--- config.mk ---
export PLATFORM = sky130hd
export DESIGN_NAME = fft_loudness_frame_ctrl_flat
export DESIGN_NICKNAME = d
export VERILOG_FILES = /design/src/rtl/fft_loudness_frame_ctrl_if.sv /design/src/rtl/fft_loudness_frame_ctrl.sv /design/src/flat_wrapper.sv
export SDC_FILE = /design/constraint.sdc
export NUM_CORES = 1
export LEC_CHECK = 0
export CAP_MARGIN = 20
export CORE_UTILIZATION = 38
export DETAILED_ROUTE_END_ITERATION = 16
export PLACE_DENSITY_LB_ADDON = 0.2
export SYNTH_ARGS = -nofsm -noshare
export SYNTH_HDL_FRONTEND = slang
export SYNTH_SLANG_ARGS = --single-unit
--- constraint.sdc ---
create_clock -name clk -period 4.2 [get_ports clk]
set_clock_uncertainty 0.1 [all_clocks]
set_input_delay 0.84 -clock clk [delete_from_list [all_inputs] [get_ports clk]]
set_output_delay 0.84 -clock clk [all_outputs]
set_load 0.005 [all_outputs]
--- src/rtl/fft_loudness_frame_ctrl_if.sv ---
// Bus interface for the loudness frame sequencer: audio/FFT gating, peak-finder
// handshake, thresholds and the frame-level results.
interface fft_loudness_frame_ctrl_if #(
    parameter int W     = 33,
    parameter int NBits = 10,
    parameter int CW    = 16
);
    logic             enable;
    logic             audio_valid;
    logic             fft_in_valid;
    logic             fft_in_last;
    logic             fft_out_valid;
    logic             mag_valid_out;
    logic             finder_reset;
    logic [W-1:0]     peak;
    logic [NBits-1:0] peak_k;
    logic             peak_valid;
    logic [W-1:0]     th_on;
    logic [W-1:0]     th_off;
    logic [W-1:0]     level;
    logic [NBits-1:0] level_k;
    logic             level_valid;
    logic             loud;
    logic [CW-1:0]    frame_count;
    logic [CW-1:0]    drop_count;
    logic             busy;

    modport slave (
        input  enable, audio_valid, fft_out_valid, peak, peak_k, peak_valid, th_on, th_off,
        output fft_in_valid, fft_in_last, mag_valid_out, finder_reset, level, level_k,
               level_valid, loud, frame_count, drop_count, busy
    );

    modport master (
        output enable, audio_valid, fft_out_valid, peak, peak_k, peak_valid, th_on, th_off,
        input  fft_in_valid, fft_in_last, mag_valid_out, finder_reset, level, level_k,
               level_valid, loud, frame_count, drop_count, busy
    );
endinterface

--- src/rtl/fft_loudness_frame_ctrl.sv ---
// Frame sequencer for the loudness path: gates whole frames into the FFT and the
// peak finder, aborts broken frames and derives a hysteretic, held loud flag.
module fft_loudness_frame_ctrl #(
    parameter int NSamples    = 1024,
    parameter int W           = 33,
    parameter int NBits       = $clog2(NSamples),
    parameter int HOLD_FRAMES = 4,
    parameter int TIMEOUT     = 4096,
    parameter int CW          = 16
) (
    input logic                      clk,
    input logic                      reset,
    fft_loudness_frame_ctrl_if.slave bus
);
    localparam logic [2:0] S_IDLE      = 3'd0;
    localparam logic [2:0] S_FILL      = 3'd1;
    localparam logic [2:0] S_WAIT_OUT  = 3'd2;
    localparam logic [2:0] S_STREAM    = 3'd3;
    localparam logic [2:0] S_WAIT_PEAK = 3'd4;
    localparam logic [2:0] S_REPORT    = 3'd5;

    localparam int TW = $clog2(TIMEOUT + 1);
    localparam int QW = $clog2(HOLD_FRAMES + 1);

    localparam logic [NBits-1:0] LAST_IDX  = NBits'(NSamples - 1);
    localparam logic [TW-1:0]    TMO_LAST  = TW'(TIMEOUT - 1);
    localparam logic [QW-1:0]    HOLD_LAST = QW'(HOLD_FRAMES - 1);
    localparam logic [1:0]       PK_LAST   = 2'd3;

    logic [2:0]       state_q, state_d;
    logic [NBits-1:0] cnt_q, cnt_d;
    logic [TW-1:0]    tmo_q, tmo_d;
    logic [1:0]       wp_q, wp_d;
    logic [QW-1:0]    quiet_q, quiet_d;
    logic [W-1:0]     pk_q, pk_d;
    logic [NBits-1:0] pk_k_q, pk_k_d;
    logic [W-1:0]     level_q, level_d;
    logic [NBits-1:0] level_k_q, level_k_d;
    logic             level_valid_q, level_valid_d;
    logic             loud_q, loud_d;
    logic [CW-1:0]    frame_q, frame_d;
    logic [CW-1:0]    drop_q, drop_d;
    logic             finder_reset_q, finder_reset_d;

    logic             fft_in_valid_s;
    logic             fft_in_last_s;
    logic             mag_valid_s;
    logic             abort_s;
    logic             go_idle_s;

    // Next-state, datapath and combinational gating for the frame sequencer.
    always_comb begin
        state_d        = state_q;
        cnt_d          = cnt_q;
        tmo_d          = tmo_q;
        wp_d           = wp_q;
        quiet_d        = quiet_q;
        pk_d           = pk_q;
        pk_k_d         = pk_k_q;
        level_d        = level_q;
        level_k_d      = level_k_q;
        level_valid_d  = 1'b0;
        loud_d         = loud_q;
        frame_d        = frame_q;
        drop_d         = drop_q;
        finder_reset_d = 1'b0;
        fft_in_valid_s = 1'b0;
        fft_in_last_s  = 1'b0;
        mag_valid_s    = 1'b0;
        abort_s        = 1'b0;
        go_idle_s      = 1'b0;

        case (state_q)
            S_IDLE: begin
                if (bus.enable) begin
                    state_d = S_FILL;
                end else begin
                    state_d = S_IDLE;
                end
            end
            S_FILL: begin
                if (!bus.enable) begin
                    go_idle_s = 1'b1;
                end else if (bus.audio_valid) begin
                    fft_in_valid_s = 1'b1;
                    if (cnt_q == LAST_IDX) begin
                        fft_in_last_s = 1'b1;
                        cnt_d         = '0;
                        tmo_d         = '0;
                        state_d       = S_WAIT_OUT;
                    end else begin
                        cnt_d = cnt_q + NBits'(1);
                    end
                end else begin
                    cnt_d = cnt_q;
                end
            end
            S_WAIT_OUT: begin
                if (!bus.enable) begin
                    go_idle_s = 1'b1;
                end else if (bus.fft_out_valid) begin
                    // The cycle that leaves WAIT_OUT already carries magnitude 0.
                    mag_valid_s = 1'b1;
                    cnt_d       = NBits'(1);
                    tmo_d       = '0;
                    state_d     = S_STREAM;
                end else if (tmo_q == TMO_LAST) begin
                    abort_s = 1'b1;
                end else begin
                    tmo_d = tmo_q + TW'(1);
                end
            end
            S_STREAM: begin
                if (!bus.enable) begin
                    go_idle_s = 1'b1;
                end else if (bus.fft_out_valid) begin
                    mag_valid_s = 1'b1;
                    if (cnt_q == LAST_IDX) begin
                        cnt_d   = '0;
                        wp_d    = '0;
                        state_d = S_WAIT_PEAK;
                    end else begin
                        cnt_d = cnt_q + NBits'(1);
                    end
                end else begin
                    abort_s = 1'b1;
                end
            end
            S_WAIT_PEAK: begin
                if (!bus.enable) begin
                    go_idle_s = 1'b1;
                end else if (bus.peak_valid) begin
                    pk_d    = bus.peak;
                    pk_k_d  = bus.peak_k;
                    wp_d    = '0;
                    state_d = S_REPORT;
                end else if (wp_q == PK_LAST) begin
                    abort_s = 1'b1;
                end else begin
                    wp_d = wp_q + 2'd1;
                end
            end
            S_REPORT: begin
                level_d       = pk_q;
                level_k_d     = pk_k_q;
                level_valid_d = 1'b1;
                frame_d       = frame_q + CW'(1);
                if (pk_q >= bus.th_on) begin
                    loud_d  = 1'b1;
                    quiet_d = '0;
                end else if (pk_q < bus.th_off) begin
                    if (quiet_q == HOLD_LAST) begin
                        loud_d  = 1'b0;
                        quiet_d = '0;
                    end else begin
                        quiet_d = quiet_q + QW'(1);
                    end
                end else begin
                    quiet_d = '0;
                end
                if (bus.enable) begin
                    state_d = S_FILL;
                end else begin
                    state_d = S_IDLE;
                end
            end
            default: begin
                state_d = S_IDLE;
            end
        endcase

        // An aborted frame also breaks the run of consecutive quiet frames.
        if (abort_s) begin
            state_d        = S_FILL;
            finder_reset_d = 1'b1;
            cnt_d          = '0;
            tmo_d          = '0;
            wp_d           = '0;
            quiet_d        = '0;
            if (drop_q != {CW{1'b1}}) begin
                drop_d = drop_q + CW'(1);
            end else begin
                drop_d = drop_q;
            end
        end else if (go_idle_s) begin
            state_d        = S_IDLE;
            finder_reset_d = 1'b1;
            cnt_d          = '0;
            tmo_d          = '0;
            wp_d           = '0;
        end else begin
            finder_reset_d = finder_reset_d;
        end
    end

    // State and output registers with synchronous reset.
    always_ff @(posedge clk) begin
        if (reset) begin
            state_q        <= S_IDLE;
            cnt_q          <= '0;
            tmo_q          <= '0;
            wp_q           <= '0;
            quiet_q        <= '0;
            pk_q           <= '0;
            pk_k_q         <= '0;
            level_q        <= '0;
            level_k_q      <= '0;
            level_valid_q  <= 1'b0;
            loud_q         <= 1'b0;
            frame_q        <= '0;
            drop_q         <= '0;
            finder_reset_q <= 1'b0;
        end else begin
            state_q        <= state_d;
            cnt_q          <= cnt_d;
            tmo_q          <= tmo_d;
            wp_q           <= wp_d;
            quiet_q        <= quiet_d;
            pk_q           <= pk_d;
            pk_k_q         <= pk_k_d;
            level_q        <= level_d;
            level_k_q      <= level_k_d;
            level_valid_q  <= level_valid_d;
            loud_q         <= loud_d;
            frame_q        <= frame_d;
            drop_q         <= drop_d;
            finder_reset_q <= finder_reset_d;
        end
    end

    assign bus.fft_in_valid  = fft_in_valid_s;
    assign bus.fft_in_last   = fft_in_last_s;
    assign bus.mag_valid_out = mag_valid_s;
    assign bus.finder_reset  = finder_reset_q;
    assign bus.level         = level_q;
    assign bus.level_k       = level_k_q;
    assign bus.level_valid   = level_valid_q;
    assign bus.loud          = loud_q;
    assign bus.frame_count   = frame_q;
    assign bus.drop_count    = drop_q;
    assign bus.busy          = (state_q != S_IDLE);
endmodule
--- src/flat_wrapper.sv ---
// flat-port wrapper written by rule: the top's interface ports become plain ports
module fft_loudness_frame_ctrl_flat 
#(
    parameter int NSamples    = 1024,
    parameter int W           = 33,
    parameter int NBits       = $clog2(NSamples),
    parameter int HOLD_FRAMES = 4,
    parameter int TIMEOUT     = 4096,
    parameter int CW          = 16
)
  (clk, reset, bus_enable, bus_audio_valid, bus_fft_out_valid, bus_peak, bus_peak_k, bus_peak_valid, bus_th_on, bus_th_off, bus_fft_in_valid, bus_fft_in_last, bus_mag_valid_out, bus_finder_reset, bus_level, bus_level_k, bus_level_valid, bus_loud, bus_frame_count, bus_drop_count, bus_busy);
  fft_loudness_frame_ctrl_if #(.W(W), .NBits(NBits), .CW(CW)) bus_i ();
  input logic clk;
  input logic reset;
  input wire logic [$bits(bus_i.enable)-1:0] bus_enable;
  input wire logic [$bits(bus_i.audio_valid)-1:0] bus_audio_valid;
  input wire logic [$bits(bus_i.fft_out_valid)-1:0] bus_fft_out_valid;
  input wire logic [$bits(bus_i.peak)-1:0] bus_peak;
  input wire logic [$bits(bus_i.peak_k)-1:0] bus_peak_k;
  input wire logic [$bits(bus_i.peak_valid)-1:0] bus_peak_valid;
  input wire logic [$bits(bus_i.th_on)-1:0] bus_th_on;
  input wire logic [$bits(bus_i.th_off)-1:0] bus_th_off;
  output wire logic [$bits(bus_i.fft_in_valid)-1:0] bus_fft_in_valid;
  output wire logic [$bits(bus_i.fft_in_last)-1:0] bus_fft_in_last;
  output wire logic [$bits(bus_i.mag_valid_out)-1:0] bus_mag_valid_out;
  output wire logic [$bits(bus_i.finder_reset)-1:0] bus_finder_reset;
  output wire logic [$bits(bus_i.level)-1:0] bus_level;
  output wire logic [$bits(bus_i.level_k)-1:0] bus_level_k;
  output wire logic [$bits(bus_i.level_valid)-1:0] bus_level_valid;
  output wire logic [$bits(bus_i.loud)-1:0] bus_loud;
  output wire logic [$bits(bus_i.frame_count)-1:0] bus_frame_count;
  output wire logic [$bits(bus_i.drop_count)-1:0] bus_drop_count;
  output wire logic [$bits(bus_i.busy)-1:0] bus_busy;
  assign bus_i.enable = bus_enable;
  assign bus_i.audio_valid = bus_audio_valid;
  assign bus_i.fft_out_valid = bus_fft_out_valid;
  assign bus_i.peak = bus_peak;
  assign bus_i.peak_k = bus_peak_k;
  assign bus_i.peak_valid = bus_peak_valid;
  assign bus_i.th_on = bus_th_on;
  assign bus_i.th_off = bus_th_off;
  assign bus_fft_in_valid = bus_i.fft_in_valid;
  assign bus_fft_in_last = bus_i.fft_in_last;
  assign bus_mag_valid_out = bus_i.mag_valid_out;
  assign bus_finder_reset = bus_i.finder_reset;
  assign bus_level = bus_i.level;
  assign bus_level_k = bus_i.level_k;
  assign bus_level_valid = bus_i.level_valid;
  assign bus_loud = bus_i.loud;
  assign bus_frame_count = bus_i.frame_count;
  assign bus_drop_count = bus_i.drop_count;
  assign bus_busy = bus_i.busy;
  fft_loudness_frame_ctrl #(.NSamples(NSamples), .W(W), .NBits(NBits), .HOLD_FRAMES(HOLD_FRAMES), .TIMEOUT(TIMEOUT), .CW(CW)) u_core (.clk(clk), .reset(reset), .bus(bus_i));
endmodule
==> impl_metrics.env, run 1 <==
export IMPL_critPathTopFamily="buffers and inverters"
export IMPL_ys_flop_type="dfxtp_1"
export IMPL_finalSetupViolations=0
export IMPL_syn_to_final_growth_pct=35.6
export IMPL_place_congestion=0.826
export IMPL_cts_buffer_depth=2
export IMPL_synth_fp_nets=1164
export IMPL_start_util=0.392
export IMPL_synth_area_mm2=0.00772
export IMPL_required_ns=3.26
export IMPL_synth_cell_types=56
export IMPL_netlist_top_cells_count="223 x nand2_1, 152 x dfxtp_1, 125 x a21oi_1"
export IMPL_yosysSeqAreaShare=0.394
export IMPL_clock_fmax_ghz=0.289
export IMPL_p_per_area_mw_per_mm2=301
export IMPL_maxCapViolCount=0
export IMPL_nets=1340
export IMPL_worst_path_max_delay_cell="clkdlybuf4s50_1"
export IMPL_period_share=0.825
export IMPL_netlist_area_leader_share=0.394
export IMPL_seq_area_mm2=0.00304
export IMPL_n_antenna_cell=0
export IMPL_cts_root_buf="clkbuf_16"
export IMPL_grt_max_degree=88
export IMPL_cts_tree="built"
export IMPL_ys_warn_count=0
export IMPL_die_h_um=145
export IMPL_ys_top_cells_by_area="dfxtp_1 39%, ha_1 11%, nand2_1 11%"
export IMPL_port_buffers=196
export IMPL_dpl_hpwl_mm=14.4
export IMPL_slew_headroom=0.373
export IMPL_finalHoldViolations=0
export IMPL_htree_levels=4
export IMPL_ir_drop_mv=0.260
export IMPL_rsz0062_at_grt="false"
export IMPL_grt_pass1_wl_mm=31.9
export IMPL_ys_seq_elements=152
export IMPL_core_area_mm2=0.0197
export IMPL_via_count=7024
export IMPL_status="completed"
export IMPL_grt_ovfl_total=0
export IMPL_synthArstFlopShare=0
export IMPL_crit_chain="clkdlybuf4s50_1 > nand2b_1 > nor2_1 > and2_1 > clkdlybuf4s50_1"
export IMPL_firstDrtPassIters=5
export IMPL_endpoint_kind="output port"
export IMPL_multi_input_area_mm2=0.00424
export IMPL_fill_cells=1900
export IMPL_yosysMostFrequentCell="nand2_1"
export IMPL_cts_resized=0
export IMPL_wirelength_mm=20.2
export IMPL_worstSkewPairLatency_ns=0.42
export IMPL_cts_setup_buffers=0
export IMPL_worst_pin_slew_ns=0.941
export IMPL_antenna_found_initial=0
export IMPL_max_stage_delay_ns=0.71
export IMPL_hold_ws_ns=0.351
export IMPL_synth_edff_count=0
export IMPL_final_setup_tns_ns=0
export IMPL_leakagePower_nw=4.12
export IMPL_avgRoutedWirePerCell_um=14.1
export IMPL_arrival_ns=2.52
export IMPL_critical_path_most_common_cell="clkdlybuf4s50_1"
export IMPL_layout_drive_gt1_share=0.0446
export IMPL_cp_max_fo=12
export IMPL_postRouteAntennaNets=0
export IMPL_drc=0
export IMPL_avgSynthCellArea_um2=7.90
export IMPL_postCtsHoldBufs=0
export IMPL_path_clk_slew_ns=0.06
export IMPL_track_usage=0.196
export IMPL_fp_row_count=51
export IMPL_cp_num_buf_inv=2
export IMPL_boundaryPins=197
export IMPL_postSynthCellCount=978
export IMPL_finalCriticalPeriod_ns=3.46
export IMPL_drt_iter0_drc=323
export IMPL_min_path_type="reg -> reg"
export IMPL_clkSinkCount=152
export IMPL_synth_top_area_cell="dfxtp_1"
export IMPL_die_w_um=145
export IMPL_worst_setup_path_start_kind="input port"
export IMPL_vias_per_cell=4.91
export IMPL_finalMaxSlewViolations=0
export IMPL_dieArea_mm2=0.0209
export IMPL_grt_pass1_vias=6400
export IMPL_path_class="in -> out"
export IMPL_numCtsBuffers=17
[where the power goes]
group | switching, mW | internal (mW)
logic | 0.0839 | 0.122
registers | 0.00428 | 1.44
clock network | 0.654 | 0.850
total | 0.742 | 2.41
[layout make-up]
cell class | instances | share of cell area
Inverter | 72 | 0.0258
Tap cell | 265 | 0.0316
Sequential cell | 152 | 0.290
Timing Repair Buffer | 202 | 0.193
Clock buffer | 18 | 0.0419
Multi-Input combinational cell | 709 | 0.404
Clock inverter | 13 | 0.0133
[stage by stage]
stage | setup slack [ns] | instances | utilization | power (mW) | instance area [um^2]
6_report | 0.735 | 1431 | 0.531 | 3.16 | 10500
5_1_grt | 0.630 | 1431 | 0.531 | 3.28 | 10500
4_1_cts | 0.729 | 1431 | 0.531 | 3.19 | 10500
3_5_place_dp | 0.731 | 1400 | 0.502 | 1.69 | 9900
3_3_place_gp | 0.733 | 1399 | 0.501 | 1.68 | 9880
2_1_floorplan | 1.62 | 978 | - | 1.55 | 7720
[worst paths after layout]
path,startpoint,to,slack [ns],depth (start not counted)
max reg2reg,u_core.state_q[1]$_SDFFE_PP0P_,u_core.bus.drop_count[15]$_SDFFE_PP0P_,1.46,7
max,bus_enable,bus_fft_in_last,0.74,5
min reg2reg,u_core.pk_k_q[4]$_SDFFE_PP0P_,u_core.bus.level_k[4]$_SDFFE_PP0P_,0.35,2
min,u_core.pk_k_q[4]$_SDFFE_PP0P_,u_core.bus.level_k[4]$_SDFFE_PP0P_,0.35,2
[cell usage in the layout, fill, tap and decap left out, drive strengths merged, types with 2 or more instances in the layout]
cell type / count
a211oi: 4
a21o: 3
a21oi: 125
a221oi: 3
and2: 2
and3: 17
and4: 9
buf: 7
clkbuf: 18
clkdlybuf4s50: 195
clkinv: 2
clkinvlp: 3
dfxtp: 152
ha: 71
inv: 79
mux2i: 3
nand2: 223
nand2b: 7
nand3: 17
nand3b: 2
nand4: 25
nor2: 76
nor2b: 3
nor3: 14
nor3b: 5
nor4: 2
o211ai: 4
o21ai: 19
o22ai: 2
or3: 7
or4: 3
or4b: 2
xnor2: 12
xor2: 34
[flip-flops by register name (all words and copies together), names as in the netlist]
name,cells
u_core.bus.level_k,10
u_core.bus.level_valid,1
u_core.bus.loud,1
u_core.bus.drop_count,16
u_core.bus.frame_count,16
u_core.bus.finder_reset,1
u_core.quiet_q,3
u_core.pk_q,33
u_core.wp_q,2
u_core.state_q,3
u_core.cnt_q,10
u_core.tmo_q,13
u_core.pk_k_q,10
u_core.bus.level,33
[worst min-delay path, delay by kind of cell, from the launching register on]
family,cells,cell delay [ns]
AND/OR/NAND/NOR,1,0.05
AO/OA/AOI/OAI,1,0.05
flip-flops,1,0.31
[logic make-up after synthesis]
kind of cell / Yosys count / share of synthesized area
AND/OR/NAND/NOR: 417 / 0.251
AO/OA/AOI/OAI: 172 / 0.125
flip-flops: 152 / 0.394
buffers and inverters: 117 / 0.0593
adder cells (fa/ha/maj): 71 / 0.115
XOR/XNOR: 46 / 0.0522
multiplexers: 3 / 0.00389
[per-layer routing]
layer	track usage	vias up	routed length [um]
li1	-	3637	-
met1	0.255	3222	9570
met2	0.327	152	9440
met3	0.0364	13	995
met4	0.0587	0	212
met5	0	-	0
Note: power is estimated with default switching activity, not from simulation.
==> run 2, diff against run 1 <==
- clock period: 4.2 -> 3.6 ns (I/O delays scaled with it)
==> impl_metrics.env, run 2 (same netlist as run 1, synthesis figures left out) <==
export IMPL_status="completed"
export IMPL_maxCapViolCount=0
export IMPL_postRouteAntennaNets=0
export IMPL_fin_util=0.531
export IMPL_drt_iter0_drc=315
export IMPL_htree_levels=4
export IMPL_final_cell_mix="223 x nand2_1, 195 x clkdlybuf4s50_1, 152 x dfxtp_1"
export IMPL_dieArea_mm2=0.0209
export IMPL_track_usage=0.201
export IMPL_required_ns=2.78
export IMPL_vias_per_cell=4.88
export IMPL_worstSkewPairLatency_ns=0.43
export IMPL_period_share=0.841
export IMPL_boundaryPins=197
export IMPL_cts_root_buf="clkbuf_16"
export IMPL_combinationalPowerShare=0.066
export IMPL_avgRoutedWirePerCell_um=14.2
export IMPL_port_buffers=196
export IMPL_switching_share=0.245
export IMPL_worstRegToRegCells=7
export IMPL_cts_resized=0
export IMPL_drc=0
export IMPL_antenna_found_initial=0
export IMPL_fill_cells=1916
export IMPL_start_util=0.392
export IMPL_layout_drive_gt1_share=0.0479
export IMPL_path_clk_slew_ns=0.07
export IMPL_cts_tree="built"
export IMPL_finalSetupViolations=0
export IMPL_numCtsBuffers=17
export IMPL_grt_max_degree=87
export IMPL_seq_area_mm2=0.00304
export IMPL_final_setup_tns_ns=0
export IMPL_clkSinkCount=152
export IMPL_multi_input_area_mm2=0.00424
export IMPL_clkPwrFrac=0.473
export IMPL_whs_path_depth=2
export IMPL_dpl_hpwl_mm=14.6
export IMPL_path_class="reg -> out"
export IMPL_die_w_um=145
export IMPL_sequentialPowerShare=0.462
export IMPL_layout_commonest_cell="nand2_1"
export IMPL_firstDrtPassIters=5
export IMPL_ir_drop_mv=0.314
export IMPL_p_per_area_mw_per_mm2=349
export IMPL_endpoint_kind="output port"
export IMPL_place_congestion=0.822
export IMPL_worst_pin_slew_ns=0.909
export IMPL_finalCriticalPeriod_ns=3.03
export IMPL_wirelength_mm=20.4
export IMPL_syn_to_final_growth_pct=35.6
export IMPL_min_path_type="reg -> reg"
export IMPL_n_antenna_cell=0
export IMPL_clock_fmax_ghz=0.330
export IMPL_arrival_ns=2.21
export IMPL_postCtsHoldBufs=0
export IMPL_core_area_mm2=0.0197
export IMPL_finalHoldViolations=0
export IMPL_p_int_mw=2.76
export IMPL_grt_pass1_wl_mm=32.8
export IMPL_cts_buffer_depth=2
export IMPL_grt_ovfl_total=0
export IMPL_switchingPower_mw=0.896
export IMPL_die_h_um=145
export IMPL_via_count=7000
export IMPL_cp_max_fo=6
export IMPL_cts_setup_buffers=0
export IMPL_slew_headroom=0.389
export IMPL_finalMaxSlewViolations=0
export IMPL_fp_row_count=51
export IMPL_worst_setup_path_start_kind="register"
export IMPL_leakagePower_nw=4.13
export IMPL_rsz0062_at_grt="false"
export IMPL_grt_pass1_vias=6590
export IMPL_nets=1343
## run 2: cell types whose count changed in the layout (fill, tap and decap cells not counted)
cell	before	now
buf_12	1	0
bufinv_16	1	0
buf_4	6	10
inv_6	4	6
inv_8	3	4
clkinv_2	0	1
clkinvlp_4	3	1
## run 2: final timing paths
| path | from | end | slack (ns) |
|---|---|---|---|
| min | u_core.pk_k_q[4]$_SDFFE_PP0P_ | u_core.bus.level_k[4]$_SDFFE_PP0P_ | 0.34 |
| max reg2reg | u_core.cnt_q[0]$_SDFFE_PP0P_ | u_core.tmo_q[6]$_SDFFE_PP0P_ | 0.90 |
| min reg2reg | u_core.pk_k_q[4]$_SDFFE_PP0P_ | u_core.bus.level_k[4]$_SDFFE_PP0P_ | 0.34 |
| max | u_core.cnt_q[0]$_SDFFE_PP0P_ | bus_fft_in_last | 0.57 |
## run 2: area by class of cell
type,instances,share of cell area
inverters,72,0.0258
repair buffers,205,0.194
clock inverters,14,0.0122
clock buffers,18,0.0419
well taps,265,0.0317
multi-input cells,709,0.404
flip-flops and latches,152,0.290
## run 2: critical path, stage by stage, from the launching register on
cell,delay [ns]
dfxtp_1,0.38
ha_1,0.21
nand3_2,0.13
nor3_2,0.38
and2_1,0.18
clkdlybuf4s50_1,0.49
## run 2: stage by stage
step	cell area [um^2]	setup slack (ns)	total power, mW	hold slack, ns	cells
floorplan	7720	1.14	1.81	0.320	978
global placement	9910	0.424	1.97	0.340	1403
detailed placement	9910	0.438	1.97	0.342	1403
CTS	10500	0.541	3.71	0.344	1435
global route	10500	0.338	3.80	0.357	1435
finish	10500	0.572	3.65	0.344	1435
## run 2: routing by layer
layer  vias to the layer above  GRT usage  wire length (um)
met5                         -          0                 0
met2                       147      0.334              9510
met1                      3177      0.260              9670
met4                         0     0.0543               201
li1                       3660          -                 -
met3                        16     0.0434              1020
## run 2: power by group through the flow
stage / Sequential, mW / Clock, mW / Combinational [mW]
after floorplan: 1.72 / 0 / 0.0902
after global placement: 1.73 / 0 / 0.240
after detailed placement: 1.73 / 0 / 0.241
after CTS: 1.69 / 1.78 / 0.243
after global routing: 1.69 / 1.84 / 0.266
final: 1.69 / 1.73 / 0.240
